$ cat src/rtl/uart_rx_deser.sv
// 8N1 UART receiver: two-flop synchroniser, bit-timing FSM and a one-byte
// holding register with an active-low valid/ready handshake.
module uart_rx_deser #(
    parameter int UART_CDIV = 2
) (
    input  logic       clk,
    input  logic       rst,
    input  logic       uart_rx,
    output logic [7:0] data_out,
    output logic       valid_n,
    input  logic       ready_n,
    output logic       framing_err,
    output logic       overrun,
    output logic       busy
);

    localparam int HALF = UART_CDIV / 2;
    localparam int DW   = (UART_CDIV > 2) ? $clog2(UART_CDIV) : 1;

    localparam logic [DW-1:0] DIV_FULL = DW'(UART_CDIV - 1);
    localparam logic [DW-1:0] DIV_HALF = DW'(HALF - 1);
    localparam logic [DW-1:0] DIV_ONE  = DW'(1);

    typedef enum logic [2:0] {
        S_IDLE,
        S_START,
        S_DATA,
        S_STOP,
        S_WAITHI
    } state_t;

    state_t         r_state;
    logic           r_sync1;
    logic           r_rxs;
    logic [DW-1:0]  r_div;
    logic [2:0]     r_bit;
    logic [7:0]     r_shift;
    logic [7:0]     r_data;
    logic           r_valid_n;
    logic           r_fe;
    logic           r_ov;

    logic           w_xfer;
    logic           w_tick;

    assign w_xfer = !r_valid_n && !ready_n;
    assign w_tick = (r_div == '0);

    always_ff @(posedge clk) begin
        if (rst) begin
            r_state   <= S_IDLE;
            r_sync1   <= 1'b1;
            r_rxs     <= 1'b1;
            r_div     <= '0;
            r_bit     <= 3'd0;
            r_shift   <= 8'h00;
            r_data    <= 8'h00;
            r_valid_n <= 1'b1;
            r_fe      <= 1'b0;
            r_ov      <= 1'b0;
        end else begin
            r_sync1 <= uart_rx;
            r_rxs   <= r_sync1;
            r_fe    <= 1'b0;
            r_ov    <= 1'b0;
            if (w_xfer) begin
                r_valid_n <= 1'b1;
            end
            case (r_state)
                S_IDLE: begin
                    if (!r_rxs) begin
                        r_state <= S_START;
                        r_div   <= DIV_HALF;
                    end
                end
                S_START: begin
                    if (!w_tick) begin
                        r_div <= r_div - DIV_ONE;
                    end else if (!r_rxs) begin
                        r_state <= S_DATA;
                        r_div   <= DIV_FULL;
                        r_bit   <= 3'd0;
                    end else begin
                        r_state <= S_IDLE;
                    end
                end
                S_DATA: begin
                    if (!w_tick) begin
                        r_div <= r_div - DIV_ONE;
                    end else begin
                        r_shift <= {r_rxs, r_shift[7:1]};
                        r_div   <= DIV_FULL;
                        if (r_bit == 3'd7) begin
                            r_state <= S_STOP;
                        end else begin
                            r_bit <= r_bit + 3'd1;
                        end
                    end
                end
                S_STOP: begin
                    if (!w_tick) begin
                        r_div <= r_div - DIV_ONE;
                    end else if (r_rxs) begin
                        // Straight to IDLE so a start bit right after the stop is seen.
                        r_state <= S_IDLE;
                        if (r_valid_n || w_xfer) begin
                            r_data    <= r_shift;
                            r_valid_n <= 1'b0;
                        end else begin
                            r_ov <= 1'b1;
                        end
                    end else begin
                        r_fe    <= 1'b1;
                        r_state <= S_WAITHI;
                    end
                end
                S_WAITHI: begin
                    if (r_rxs) begin
                        r_state <= S_IDLE;
                    end
                end
                default: begin
                    r_state <= S_IDLE;
                end
            endcase
        end
    end

    assign data_out    = r_data;
    assign valid_n     = r_valid_n;
    assign framing_err = r_fe;
    assign overrun     = r_ov;
    assign busy        = (r_state != S_IDLE);

endmodule

$ cat config.mk
export PLATFORM = sky130hd
export DESIGN_NAME = uart_rx_deser
export DESIGN_NICKNAME = d
export VERILOG_FILES = /design/src/rtl/uart_rx_deser.sv
export SDC_FILE = /design/constraint.sdc
export NUM_CORES = 1
export LEC_CHECK = 0
export BUFFER_PORTS_ARGS = -buffer_cell sky130_fd_sc_hd__buf_2
export CAP_MARGIN = 0
export CORE_AREA = 2 2 58 60
export DETAILED_ROUTE_END_ITERATION = 8
export DIE_AREA = 0 0 60 62
export MAX_ROUTING_LAYER = met4
export SETUP_SLACK_MARGIN = 0.2
export SLEW_MARGIN = 20
export SYNTH_ARGS = -nofsm -noshare
export SYNTH_HDL_FRONTEND = slang
export SYNTH_SLANG_ARGS = --single-unit
export TNS_END_PERCENT = 20
$ cat constraint.sdc
create_clock -name clk -period 3.12 [get_ports clk]
set_input_delay 0.468 -clock clk [delete_from_list [all_inputs] [get_ports clk]]
set_output_delay 0.468 -clock clk [all_outputs]
set_load 0.1 [all_outputs]
==> run_summary.xml <==
<?xml version="1.0" encoding="UTF-8"?>
<metrics>
  <group name="place">
    <metric name="port-buffer-count" unit="">15</metric>
    <metric name="place_hpwl" unit="µm">1600</metric>
    <metric name="last_weighted_congestion_value_of_the_routability_driven_placer" unit="">0.756</metric>
    <metric name="pre_cts_slack" unit="ps">1460</metric>
  </group>
  <group name="finish">
    <metric name="fin_util" unit="%">41.7</metric>
    <metric name="diodes" unit="">0</metric>
    <metric name="nets" unit="">147</metric>
    <metric name="filler_cell_count" unit="">337</metric>
    <metric name="layout-drive-gt1-share" unit="%">17.1</metric>
    <metric name="area_delta_synth_final" unit="%">9.73</metric>
  </group>
  <group name="sta">
    <metric name="slew_headroom" unit="%">63.8</metric>
    <metric name="skew" unit="ps">4.70</metric>
    <metric name="fmax" unit="GHz">0.487</metric>
    <metric name="hold-worst-slack" unit="ps">292</metric>
    <metric name="report.final.slew_viol_count" unit="">0</metric>
    <metric name="setup_tns" unit="ps">0</metric>
    <metric name="worst_slack" unit="ps">1070</metric>
    <metric name="final_hold_viol_count" unit="">0</metric>
    <metric name="final_period_minus_worst_setup_slack" unit="ps">2050</metric>
    <metric name="final_min_period_over_clock_period" unit="%">65.8</metric>
    <metric name="grt_setup_unrepaired" unit="">false</metric>
    <metric name="worstMarginPinSlew" unit="ps">542</metric>
    <metric name="report.final.setup_viol" unit="">0</metric>
  </group>
  <group name="floorplan">
    <metric name="initial_utilization" unit="%">38.0</metric>
    <metric name="rows" unit="">21</metric>
    <metric name="floorplan.die.height" unit="µm">62</metric>
    <metric name="core" unit="µm²">3180</metric>
    <metric name="pin_count" unit="">16</metric>
    <metric name="floorplan.die_area" unit="µm²">3720</metric>
    <metric name="chipWidth" unit="µm">60</metric>
  </group>
  <group name="routing">
    <metric name="iter_0_drt_violations" unit="">16</metric>
    <metric name="drtPass1Iterations" unit="">4</metric>
    <metric name="routed-via-count" unit="">958</metric>
    <metric name="finalWirelength" unit="µm">2270</metric>
    <metric name="via_per_inst" unit="">5.15</metric>
    <metric name="ant_nets" unit="">0</metric>
    <metric name="drt-wirelength-per-cell" unit="µm">12.2</metric>
    <metric name="detail_route.drc_violations" unit="">0</metric>
  </group>
  <group name="logic_synthesis">
    <metric name="synth.avg_cell_area" unit="µm²">8.95</metric>
    <metric name="syn_area" unit="µm²">1210</metric>
    <metric name="synth_async_sr_flop_share" unit="%">0</metric>
    <metric name="ys_seq_elements" unit="">28</metric>
    <metric name="ys_warn_count" unit="">0</metric>
    <metric name="seq_area_frac_synth" unit="%">46.4</metric>
    <metric name="synth-main-ff-cell" unit="">sky130_fd_sc_hd__dfxtp_1</metric>
    <metric name="synth_edf_count" unit="">0</metric>
    <metric name="synth_cells" unit="">135</metric>
    <metric name="syn_nets" unit="">141</metric>
    <metric name="synth_cell_type_count" unit="">29</metric>
  </group>
  <group name="min_path">
    <metric name="hp-class" unit="">input pin to register</metric>
  </group>
  <group name="global_route">
    <metric name="gr-usage-all-layers" unit="%">14.6</metric>
    <metric name="wire_length_of_the_first_global_routing_pass" unit="µm">3910</metric>
    <metric name="via_count_of_the_first_global_routing_pass" unit="">878</metric>
    <metric name="antenna_violations_before_repair" unit="">0</metric>
    <metric name="grt-ovfl-total" unit="">0</metric>
    <metric name="grt_max_degree" unit="">30</metric>
  </group>
  <group name="clocking">
    <metric name="cts_buffer_count" unit="">3</metric>
    <metric name="clk-insertion-delay-late" unit="ps">340</metric>
    <metric name="cts.clk_slew.worst_paths" unit="ps">150</metric>
    <metric name="cts_setup_buffers" unit="">0</metric>
    <metric name="tritoncts" unit="">done</metric>
    <metric name="numClockSinks" unit="">28</metric>
    <metric name="cts_hold_buf" unit="">0</metric>
    <metric name="cts_root_buf" unit="">sky130_fd_sc_hd__clkbuf_4</metric>
    <metric name="max-clock-path-buffers" unit="">2</metric>
    <metric name="cts_resized" unit="">0</metric>
    <metric name="htree_levels" unit="">1</metric>
  </group>
  <group name="run">
    <metric name="drv.max_cap_violation_count" unit="">0</metric>
  </group>
  <group name="power_and_ir_drop">
    <metric name="leakage_power_total" unit="nW">0.476</metric>
    <metric name="power_density_over_the_cells" unit="nW/µm²">477</metric>
    <metric name="vdd.ir_drop.worst" unit="µV">183</metric>
  </group>
  <group name="worst_setup_path">
    <metric name="worst-endpoint-required" unit="ps">2650</metric>
    <metric name="timing_worst_setup_path_type" unit="">register to primary output</metric>
    <metric name="critPathArrivalTime" unit="ps">1590</metric>
    <metric name="cp_max_fo" unit="">13</metric>
    <metric name="worstSetupStartpointType" unit="">register</metric>
    <metric name="endpoint_kind" unit="">primary output</metric>
  </group>
  <group name="status">
    <metric name="outcome" unit="">complete, no violations</metric>
  </group>
</metrics>
logic make-up after synthesis:
group	count (synthesis)	share of synthesized area, %
DFF	28	46.4
AOI/OAI and AO/OA	30	14.8
adders and majority gates	2	2.07
buffers and inverters	16	6.21
muxes	4	3.31
and+or+nand+nor	55	27.2
metal layers:
layer | vias to the layer above | share of wire, % | track usage (%)
met1 | 448 | 44 | 15.4
met5 | - | 0 | -
met2 | 17 | 50 | 26.1
met3 | 5 | 4.1 | 2.48
met4 | 0 | 2.0 | 7.62
li1 | 488 | - | -
final timing paths:
check                          startpoint                        to  slack, ps  cells past startpoint
setup / recovery  r_state[1]$_SDFFE_PP0P_                      busy       1070                      2
hold reg to reg        r_sync1$_SDFF_PP1_          r_rxs$_SDFF_PP1_        430                      1
hold / removal                    uart_rx        r_sync1$_SDFF_PP1_        290                      2
setup reg to reg  r_state[0]$_SDFFE_PP0P_  data_out[0]$_SDFFE_PP0P_       1500                      3
power breakdown:
group          leakage [nW]  switching [mW]  internal (mW)  total, mW
clock network        0.0279           0.111          0.130      0.241
logic                 0.222          0.0165        0.00793     0.0245
registers             0.226         0.00596          0.360      0.366
Yosys cell counts (all sizes together), types with 3 or more instances:
library cell | instances | area, µm²
nand4 | 8 | 50.1
mux2i | 4 | 40.0
a21oi | 18 | 90.1
nor2 | 3 | 11.3
buf | 8 | 45.0
clkbuf | 6 | 22.5
dfxtp | 28 | 561
nor3 | 4 | 20.0
nand2 | 19 | 71.3
nor3b | 3 | 22.5
nand2b | 5 | 31.3
o31ai | 8 | 60.1
state kept, by name, indices dropped and copies added (netlist names):
signal       count
data_out         8
r_shift          8
r_bit            3
r_state          3
framing_err      1
overrun          1
r_div            1
r_rxs            1
r_sync1          1
valid_n          1
final cells by class:
| cell class | count | area [µm²] | area share [%] |
|---|---|---|---|
| Clock inverter | 1 | 30.0 | 2.26 |
| Tap cell | 46 | 57.6 | 4.34 |
| Clock buffer | 3 | 22.5 | 1.70 |
| Multi-Input combinational cell | 91 | 573 | 43.2 |
| Timing Repair Buffer | 15 | 75.1 | 5.66 |
| Sequential cell | 28 | 561 | 42.3 |
| Inverter | 2 | 7.51 | 0.566 |
cell usage in the layout, fill, tap and decap left out, drive strengths merged, types with 2 or more instances in the layout:
| master | n |
|---|---|
| nor4b | 2 |
| nor2b | 2 |
| clkbuf | 3 |
| a21oi | 18 |
| buf | 15 |
| o31ai | 8 |
| dfxtp | 28 |
| a21o | 2 |
| nor3b | 3 |
| ha | 2 |
| nand2b | 5 |
| inv | 2 |
| or4b | 2 |
| nor3 | 4 |
| mux2i | 4 |
| or2 | 2 |
| nand4 | 8 |
| nor2 | 3 |
| nand2 | 19 |
stage by stage:
| stage | area [µm²] | instances | power [mW] |
|---|---|---|---|
| after global placement | 1270 | 182 | 0.398 |
| after detailed placement | 1270 | 182 | 0.399 |
| final | 1330 | 186 | 0.632 |
| after CTS | 1330 | 186 | 0.641 |
| after global routing | 1330 | 186 | 0.656 |
| after floorplan | 1210 | 135 | 0.394 |
worst max-delay path, stage by stage (launching register included):
cell and delay (ps):
sky130_fd_sc_hd__dfxtp_1 440, sky130_fd_sc_hd__or3_2 500, sky130_fd_sc_hd__buf_2 300
Note: power is estimated with default switching activity, not from simulation.
